**src/rtl/cut_pkg.sv**
```systemverilog
// Shared definitions for the cut stroke sequencer.
//   state_e : sequencer FSM states (3-bit encoding, codes 7 unused)
//   DIR_CW / DIR_CCW : motor direction levels presented on direction_o
package cut_pkg;

  typedef enum logic [2:0] {
    IDLE  = 3'd0,
    FWD   = 3'd1,
    DEAD1 = 3'd2,
    REV   = 3'd3,
    DEAD2 = 3'd4,
    DONE  = 3'd5,
    FAULT = 3'd6
  } state_e;

  localparam logic DIR_CW  = 1'b0;
  localparam logic DIR_CCW = 1'b1;

endpackage

```
**src/rtl/cut_sequencer_if.sv**
```systemverilog
// Signal bundle between the main controller / cutter hardware and the
// cut sequencer.
//   Controller side (master) drives: cut_req_i, cut_abort_i, home_i, fault_clr_i
//   Sequencer side  (slave)  drives: busy_o, cut_done_o, aborted_o, fault_o,
//                                    en_o, direction_o
interface cut_sequencer_if;

  logic cut_req_i;
  logic cut_abort_i;
  logic home_i;
  logic fault_clr_i;
  logic busy_o;
  logic cut_done_o;
  logic aborted_o;
  logic fault_o;
  logic en_o;
  logic direction_o;

  modport master (
    output cut_req_i, cut_abort_i, home_i, fault_clr_i,
    input  busy_o, cut_done_o, aborted_o, fault_o, en_o, direction_o
  );

  modport slave (
    input  cut_req_i, cut_abort_i, home_i, fault_clr_i,
    output busy_o, cut_done_o, aborted_o, fault_o, en_o, direction_o
  );

endinterface

```
**src/rtl/ms_timer.sv**
```systemverilog
// Millisecond down-timer used to time each sequencer state.
//   clk, rst_n : clock, asynchronous active-low reset
//   load       : reload prescaler and ms counter (state entry)
//   load_val   : duration in ms to time from the load
//   expired    : high on the last clock cycle of the loaded duration
module ms_timer #(
  parameter int CYC_PER_MS = 10,
  parameter int TMR_W      = 16
) (
  input  logic             clk,
  input  logic             rst_n,
  input  logic             load,
  input  logic [TMR_W-1:0] load_val,
  output logic             expired
);

  localparam int PW = $clog2(CYC_PER_MS);
  localparam logic [PW-1:0] PRESC_TOP = PW'(CYC_PER_MS - 1);

  logic [PW-1:0]    presc_r;
  logic [TMR_W-1:0] ms_r;

  // Counters hold "remaining minus one", so the all-zero point is the final cycle.
  always_ff @(posedge clk or negedge rst_n) begin
    if (!rst_n) begin
      presc_r <= PW'(0);
      ms_r    <= TMR_W'(0);
    end else if (load) begin
      presc_r <= PRESC_TOP;
      ms_r    <= (load_val == TMR_W'(0)) ? TMR_W'(0) : (load_val - TMR_W'(1));
    end else if (presc_r == PW'(0)) begin
      presc_r <= PRESC_TOP;
      if (ms_r != TMR_W'(0)) begin
        ms_r <= ms_r - TMR_W'(1);
      end
    end else begin
      presc_r <= presc_r - PW'(1);
    end
  end

  assign expired = (presc_r == PW'(0)) && (ms_r == TMR_W'(0));

endmodule

```
**src/rtl/cut_sequencer.sv**
```systemverilog
// Cut stroke sequencer: forward stroke, dead time, reverse to home,
// dead time, then completion handshake. Handles abort, return timeout
// and fault latching.
//   clk, rst_n : clock, asynchronous active-low reset
//   bus        : cut_sequencer_if.slave (request/abort/home/fault clear in,
//                busy/done/aborted/fault/motor enable/direction out)
// All outputs are decoded from the registered state only.
module cut_sequencer
  import cut_pkg::*;
#(
  parameter int CLK_FREQ_HZ = 50000000,
  parameter int STROKE_MS   = 300,
  parameter int DEAD_MS     = 20,
  parameter int RETURN_MS   = 600,
  parameter int TMR_W       = 16
) (
  input logic            clk,
  input logic            rst_n,
  cut_sequencer_if.slave bus
);

  localparam int CYC_PER_MS = CLK_FREQ_HZ / 1000;

  state_e           state_r;
  state_e           next_state_s;
  logic [1:0]       home_sync_r;
  logic             home_s;
  logic             aborted_r;
  logic             tmr_load_s;
  logic [TMR_W-1:0] tmr_val_s;
  logic             tmr_expired_s;
  logic             busy_s;
  logic             done_s;
  logic             aborted_s;
  logic             fault_s;
  logic             en_s;
  logic             dir_s;

  // Two-flop synchronizer for the asynchronous home limit switch.
  always_ff @(posedge clk or negedge rst_n) begin
    if (!rst_n) begin
      home_sync_r <= 2'b00;
    end else begin
      home_sync_r <= {home_sync_r[0], bus.home_i};
    end
  end

  assign home_s = home_sync_r[1];

  // State register.
  always_ff @(posedge clk or negedge rst_n) begin
    if (!rst_n) begin
      state_r <= IDLE;
    end else begin
      state_r <= next_state_s;
    end
  end

  // Next-state logic. Abort beats stroke expiry; home beats return timeout.
  always_comb begin
    next_state_s = state_r;
    case (state_r)
      IDLE:    if (bus.cut_req_i) next_state_s = FWD; else next_state_s = IDLE;
      FWD:     if (bus.cut_abort_i || tmr_expired_s) next_state_s = DEAD1;
               else next_state_s = FWD;
      DEAD1:   if (tmr_expired_s) next_state_s = REV; else next_state_s = DEAD1;
      REV:     if (home_s) next_state_s = DEAD2;
               else if (tmr_expired_s) next_state_s = FAULT;
               else next_state_s = REV;
      DEAD2:   if (tmr_expired_s) next_state_s = DONE; else next_state_s = DEAD2;
      DONE:    if (!bus.cut_req_i) next_state_s = IDLE; else next_state_s = DONE;
      FAULT:   if (bus.fault_clr_i && !bus.cut_req_i) next_state_s = IDLE;
               else next_state_s = FAULT;
      default: next_state_s = IDLE;
    endcase
  end

  // Abort flag: set by an abort during the forward stroke, cleared on return to IDLE.
  always_ff @(posedge clk or negedge rst_n) begin
    if (!rst_n) begin
      aborted_r <= 1'b0;
    end else if ((state_r == FWD) && bus.cut_abort_i) begin
      aborted_r <= 1'b1;
    end else if ((state_r != IDLE) && (next_state_s == IDLE)) begin
      aborted_r <= 1'b0;
    end else begin
      aborted_r <= aborted_r;
    end
  end

  // Timer reload on every state change, with the duration of the state being entered.
  always_comb begin
    tmr_load_s = (next_state_s != state_r);
    case (next_state_s)
      FWD:          tmr_val_s = TMR_W'(STROKE_MS);
      DEAD1, DEAD2: tmr_val_s = TMR_W'(DEAD_MS);
      REV:          tmr_val_s = TMR_W'(RETURN_MS);
      default:      tmr_val_s = TMR_W'(0);
    endcase
  end

  ms_timer #(
    .CYC_PER_MS (CYC_PER_MS),
    .TMR_W      (TMR_W)
  ) u_timer (
    .clk      (clk),
    .rst_n    (rst_n),
    .load     (tmr_load_s),
    .load_val (tmr_val_s),
    .expired  (tmr_expired_s)
  );

  // Moore output decode.
  always_comb begin
    busy_s    = 1'b0;
    done_s    = 1'b0;
    aborted_s = 1'b0;
    fault_s   = 1'b0;
    en_s      = 1'b0;
    dir_s     = DIR_CW;
    case (state_r)
      FWD:          begin busy_s = 1'b1; en_s = 1'b1; dir_s = DIR_CW; end
      DEAD1, DEAD2: begin busy_s = 1'b1; end
      REV:          begin busy_s = 1'b1; en_s = 1'b1; dir_s = DIR_CCW; end
      DONE:         begin busy_s = 1'b1; done_s = 1'b1; aborted_s = aborted_r; end
      FAULT:        begin fault_s = 1'b1; end
      default:      begin busy_s = 1'b0; end
    endcase
  end

  assign bus.busy_o      = busy_s;
  assign bus.cut_done_o  = done_s;
  assign bus.aborted_o   = aborted_s;
  assign bus.fault_o     = fault_s;
  assign bus.en_o        = en_s;
  assign bus.direction_o = dir_s;

endmodule

```
**src/flat_wrapper.sv**
```systemverilog
// flat-port wrapper written by rule: the top's interface ports become plain ports
module cut_sequencer_flat import cut_pkg::*;
#(
  parameter int CLK_FREQ_HZ = 50000000,
  parameter int STROKE_MS   = 300,
  parameter int DEAD_MS     = 20,
  parameter int RETURN_MS   = 600,
  parameter int TMR_W       = 16
)
  (clk, rst_n, bus_cut_req_i, bus_cut_abort_i, bus_home_i, bus_fault_clr_i, bus_busy_o, bus_cut_done_o, bus_aborted_o, bus_fault_o, bus_en_o, bus_direction_o);
  cut_sequencer_if bus_i ();
  input logic clk;
  input logic rst_n;
  input wire logic [$bits(bus_i.cut_req_i)-1:0] bus_cut_req_i;
  input wire logic [$bits(bus_i.cut_abort_i)-1:0] bus_cut_abort_i;
  input wire logic [$bits(bus_i.home_i)-1:0] bus_home_i;
  input wire logic [$bits(bus_i.fault_clr_i)-1:0] bus_fault_clr_i;
  output wire logic [$bits(bus_i.busy_o)-1:0] bus_busy_o;
  output wire logic [$bits(bus_i.cut_done_o)-1:0] bus_cut_done_o;
  output wire logic [$bits(bus_i.aborted_o)-1:0] bus_aborted_o;
  output wire logic [$bits(bus_i.fault_o)-1:0] bus_fault_o;
  output wire logic [$bits(bus_i.en_o)-1:0] bus_en_o;
  output wire logic [$bits(bus_i.direction_o)-1:0] bus_direction_o;
  assign bus_i.cut_req_i = bus_cut_req_i;
  assign bus_i.cut_abort_i = bus_cut_abort_i;
  assign bus_i.home_i = bus_home_i;
  assign bus_i.fault_clr_i = bus_fault_clr_i;
  assign bus_busy_o = bus_i.busy_o;
  assign bus_cut_done_o = bus_i.cut_done_o;
  assign bus_aborted_o = bus_i.aborted_o;
  assign bus_fault_o = bus_i.fault_o;
  assign bus_en_o = bus_i.en_o;
  assign bus_direction_o = bus_i.direction_o;
  cut_sequencer #(.CLK_FREQ_HZ(CLK_FREQ_HZ), .STROKE_MS(STROKE_MS), .DEAD_MS(DEAD_MS), .RETURN_MS(RETURN_MS), .TMR_W(TMR_W)) u_core (.clk(clk), .rst_n(rst_n), .bus(bus_i));
endmodule
```
**config.mk**
```make
export PLATFORM = sky130hd
export DESIGN_NAME = cut_sequencer_flat
export DESIGN_NICKNAME = d
export VERILOG_FILES = /design/src/rtl/cut_pkg.sv /design/src/rtl/cut_sequencer_if.sv /design/src/rtl/ms_timer.sv /design/src/rtl/cut_sequencer.sv /design/src/flat_wrapper.sv
export SDC_FILE = /design/constraint.sdc
export NUM_CORES = 1
export LEC_CHECK = 0
export CORE_MARGIN = 10
export CORE_UTILIZATION = 55
export CTS_CLUSTER_DIAMETER = 40
export DETAILED_ROUTE_END_ITERATION = 8
export DONT_BUFFER_PORTS = 1
export GPL_TIMING_DRIVEN = 1
export PLACE_DENSITY = 0.7
export SLEW_MARGIN = 20
export SYNTH_ARGS = -nofsm -noshare
export SYNTH_HDL_FRONTEND = slang
export SYNTH_SLANG_ARGS = --single-unit
```
**constraint.sdc**
```tcl
create_clock -name clk -period 3.4 [get_ports clk]
set_clock_uncertainty 0.05 [all_clocks]
set_input_delay 0.68 -clock clk [delete_from_list [all_inputs] [get_ports clk]]
set_output_delay 0.68 -clock clk [all_outputs]
set_load 0.01 [all_outputs]
```
# Word level (Yosys, flattened, before mapping)
# Cells that the tools add are included.
# word_totals
reg_bits	38
wordCells	63
in_bits	6
# op_classes
reduce_logical	20
n_eq_ne	11
n_mux	24
n_addsub	3
# ops
operator	n
16-bit two-way mux	6
16-bit zero test	3
16-bit by 1-bit subtractor with 16-bit output (second input constant)	3
10-bit case mux with 3 select lines	1
3-bit case mux with 7 select lines	1
16-bit nonzero test	1
3-bit by 2-bit equality test with 1-bit output (second input constant)	4
3-bit equality test (second input constant)	4
3-bit two-way mux	4
1-bit two-way mux	11
3-bit by 1-bit equality test with 1-bit output (second input constant)	2
3-bit zero test	2
2-bit nonzero test	3
5-bit OR reduction	1
1-bit logical AND	4
2-bit OR reduction	2
3-bit != test	1
3-bit nonzero test	1
2-bit two-way mux	1
2-bit AND reduction	1
1-bit zero test	1
1-bit logical OR	1

# Depth between registers and ports, before layout
# logic_depth
depth_word	11
mapped_depth	12
ltp_nobuf	12

# Modules after synthesis
# From an unflattened synthesis, not the netlist that was laid out.
# unflattened
cells_unflattened	289
area_unflattened_um2	2662.6
# by_module_without_submodules
mod	cells_each	n_inst	area_per_inst_um2
ms_timer	236	1	2187.1
cut_sequencer	53	1	475.5

# Least setup slack after synthesis
# No wires, ideal clock.
# synth_timing
kind	flip-flop to flip-flop
from	register u_core.u_timer.presc_r[0]
to	register u_core.u_timer.ms_r[3]
period_less_slack_ps	2604
slack_ps	796
arrival_ps	2467
required_ps	3263
path_stages_with_launch	13
cell_sequence	dfrtp_1 inv_1 ha_1 nor3b_2 nand4_2 nor2_4 mux2i_2 nor3_4 inv_1 a2bb2oi_1 ha_1 and2_1 a211oi_2
# synth_via
elab_chain_len	11
# synth_rtl
item	line_no	rtl
start, declared	ms_timer.sv:20	logic [PW-1:0] presc_r;
start signal, assigned	ms_timer.sv:37	presc_r <= presc_r - PW'(1);
16-bit zero test *	ms_timer.sv:31, ms_timer.sv:41	
1-bit logical AND	ms_timer.sv:41	assign expired = (presc_r == PW'(0)) && (ms_r == TMR_W'(0));
3-bit two-way mux / 1-bit logical OR (equally long branches)	cut_sequencer.sv:68, cut_sequencer.sv:64	
3-bit two-way mux / 2-bit two-way mux (equally long branches)	cut_sequencer.sv:67, cut_sequencer.sv:64	
3-bit case mux with 7 select lines	cut_sequencer.sv:62	case (state_r)
3-bit by 2-bit equality test with 1-bit output / 3-bit equality test (equally long branches)	cut_sequencer.sv:94	case (next_state_s)
2-bit OR reduction	cut_sequencer.sv:94	
10-bit case mux with 3 select lines	cut_sequencer.sv:94	
16-bit by 1-bit subtractor with 16-bit output / 16-bit zero test (equally long branches)	ms_timer.sv:30	ms_r <= (load_val == TMR_W'(0)) ? TMR_W'(0) : (load_val - TMR_W'(1));
16-bit two-way mux	ms_timer.sv:30	
16-bit two-way mux	ms_timer.sv:28	end else if (load) begin
end signal, assigned	ms_timer.sv:30	
end signal, assigned	ms_timer.sv:34	ms_r <= ms_r - TMR_W'(1);
end, declared	ms_timer.sv:21	logic [TMR_W-1:0] ms_r;
# Mark *: on every way between the ends. The rest lies on a longest branch, timed or not.
# A chain may end at the register's enable or synchronous reset.

# Final worst setup path
# Same ends and word-level chain as after synthesis.

==> impl_metrics.tcl <==
set metrics [dict create \
    status "finished, final reports clean" \
    syn_area_um2 2260 \
    post-route-util_pct 59.6 \
    slew_violations 0 \
    rows 23 \
    final_cell_area_um2 2380 \
    detail-route-antenna-nets 0 \
    antennaDiodeCount 0 \
    cts.sinks 38 \
    p_leak_nw 1.01 \
    yosys_most_used_dff "dfrtp_1" \
    cp_slowest_cell "mux2i_2" \
    rsz0062_at_grt "false" \
    m1WireLength_um 1920 \
    endpoint_kind "flip-flop" \
    syn-num-nets 245 \
    cts_buffers 5 \
    initial_core_util_pct 56.5 \
    area_growth_syn_to_layout_pct 5.42 \
    layout.nets 247 \
    totalWireLength_um 4410 \
    io_buffers 0 \
    synth_most_common_cell "dfrtp_1" \
    netlist.area_leader.share_pct 42.1 \
    synth_cells 235 \
    startpoint "u_core.u_timer.presc_r[0]" \
    crit_path_max_fanout 6 \
    max_stage_delay_ns 0.42 \
    clock.fmax_mhz 350 \
    synthArstFlopShare_pct 100 \
    multi_input_area_um2 1250 \
    required_ns 3.56 \
    htree_num_levels 2 \
    post_cts_buffers 0 \
    vias 1701 \
    met2_length_um 2260 \
    peakVddDrop_mv 0.604 \
    drive_above_1_share_pct 13.9 \
    setup_viol 0 \
    grt_max_degree 39 \
    drt_pass1_iterations 4 \
    top_level_ports 12 \
    grt.overflow.total 0 \
    synth_edf_count 0 \
    cts_hold_buffers 0 \
    nFillCells 359 \
    cts-root-buf "clkbuf_8" \
    period_share_pct 83.9 \
    hp-class "input port to async pin" \
    finalSetupTns_ns 0 \
    hold_violations 0 \
    grt.total_usage_pct 13.0 \
    fin_hold_ws_ns 0.0254 \
    p_per_area_nw_per_um2 730 \
    final.min_clock_period_ns 2.85 \
    maxSlewHeadroom_pct 55.7 \
    cp_cell_sequence "inv_1, ha_1, nor3b_2, nand4_2, nor2_4, mux2i_2, nor3_4, inv_1, a2bb2oi_1, ha_1, and2_1, a211oi_2" \
    grt_first_pass_wirelength_um 7760 \
    ys_seq_elements 38 \
    cts.path.max_buffers 2 \
    wl_met3_um 175 \
    yosys.area.top_type "dfrtp_1" \
    die_w_um 84.1 \
    core_um2 4000 \
    cap_violations 0 \
    route.top_layer_used "met4" \
    hpwlAfterDp_um 3170 \
    criticalPathCategory "flip-flop to flip-flop" \
    regArea_um2 951 \
    place_area_um2 2300 \
    cts_resized 0 \
    avgRoutedWirePerCell_um 15.4 \
    rr_worst_depth 12 \
    synth.area.top_cells "dfrtp_1 (42%), xnor2_1 (5.8%), nor2_1 (5.6%), nand2_1 (3.7%), xor2_1 (3.5%)" \
    timing.rr.start "u_core.u_timer.presc_r[0]" \
    gp_routability_congestion 0.886 \
    synth_warnings 0 \
    synthTopCellsByCount "dfrtp_1 (38), nor2_1 (34), nand2_1 (22)" \
    synth_area_per_cell_um2 9.62 \
    die_h_um 84.1 \
    cp.arrival_ns 3.01 \
    initialDrtViolationCount 79 \
    cts_tree "built" \
    start_kind "flip-flop" \
    worstMarginPinSlew_ns 0.663 \
    power_mw 1.74 \
    insertion_delay_ns 0.29 \
    grt_pass1_vias 1743 \
    netlist-cell-type-count 57 \
    clkTransAtPathRegs_ns 0.07 \
    antenna_found_initial 0 \
    dieArea_um2 7080 \
    drt-vias-per-instance 5.93 \
    drc 0 \
    synth-seq-area-share_pct 42.1 \
]
## report_power, final
part | switching, mW | total (mW) | internal (mW)
sequential | 0.130 | 0.673 | 0.543
clock | 0.156 | 0.294 | 0.138
combinational | 0.465 | 0.773 | 0.308
total | 0.752 | 1.74 | 0.988
## flip-flops by register name (all words and copies together), names as in the netlist
name                    count
u_core.home_sync_r          2
u_core.u_timer.ms_r        16
u_core.state_r              3
u_core.aborted_r            1
u_core.u_timer.presc_r     16
## layout by cell type, fill, tap and decap left out, drive strengths merged, types with 5 or more instances in the layout
master  synthesis  routed
dfrtp          38      38
a21oi          12      12
o21ai          11      11
nor3           10      10
nand2          22      22
xor2           10      10
clkbuf          3       5
nor4           10      10
xnor2          15      15
nor2           36      36
inv             8       8
## cells by family (layout without fill, tap and decap cells)
family,Yosys count,after routing,share of synthesized area [%]
and+or+nand+nor,111,111,29.4
AOI/OAI and AO/OA,41,41,12.8
DFF,38,38,42.1
xor gates and xnor gates,25,25,10.0
buffers and inverters,14,16,2.49
adders and majority gates,4,4,2.21
muxes,2,2,1.05
## per-layer routing
| metal | global-route usage, % | vias to the layer above |
|---|---|---|
| li1 | - | 825 |
| met1 | 15.1 | 843 |
| met2 | 21.2 | 28 |
| met3 | 4.69 | 5 |
| met4 | 4.87 | 0 |
| met5 | 0 | - |
## worst max-delay path: cells and delay by family, from the launching register on
| kind | cells | cell delay, ns |
|---|---|---|
| compound gates | 2 | 0.34 |
| fa+ha+maj | 2 | 0.41 |
| buf+inv | 2 | 0.16 |
| flops | 1 | 0.39 |
| mux | 1 | 0.42 |
| simple gates | 5 | 1.01 |
## area by class of cell
| class | count | share of cell area, % |
|---|---|---|
| Clock inverter | 2 | 0.420 |
| Tap cell | 50 | 2.62 |
| Sequential cell | 38 | 39.9 |
| Multi-Input combinational cell | 183 | 52.6 |
| Timing Repair Buffer | 1 | 0.315 |
| Clock buffer | 5 | 2.89 |
| Inverter | 8 | 1.26 |
## worst paths after layout
check / slack (ns) / end
setup / recovery: 0.55 / u_core.u_timer.ms_r[3]
hold / removal: 0.03 / u_core.u_timer.presc_r[13]
setup reg to reg: 0.55 / u_core.u_timer.ms_r[3]
hold reg to reg: 0.31 / u_core.home_sync_r[1]
max in group asynchronous: 3.19 / u_core.u_timer.ms_r[6]
min in group clk: 0.31 / u_core.home_sync_r[1]
## through the flow
| step | worst slack (ns) | cells |
|---|---|---|
| floorplan | 0.796 | 235 |
| global placement | 0.638 | 280 |
| detailed placement | 0.561 | 280 |
| CTS | 0.523 | 287 |
| global route | 0.317 | 287 |
| finish | 0.546 | 287 |
Note: power is estimated with default switching activity, not from simulation.
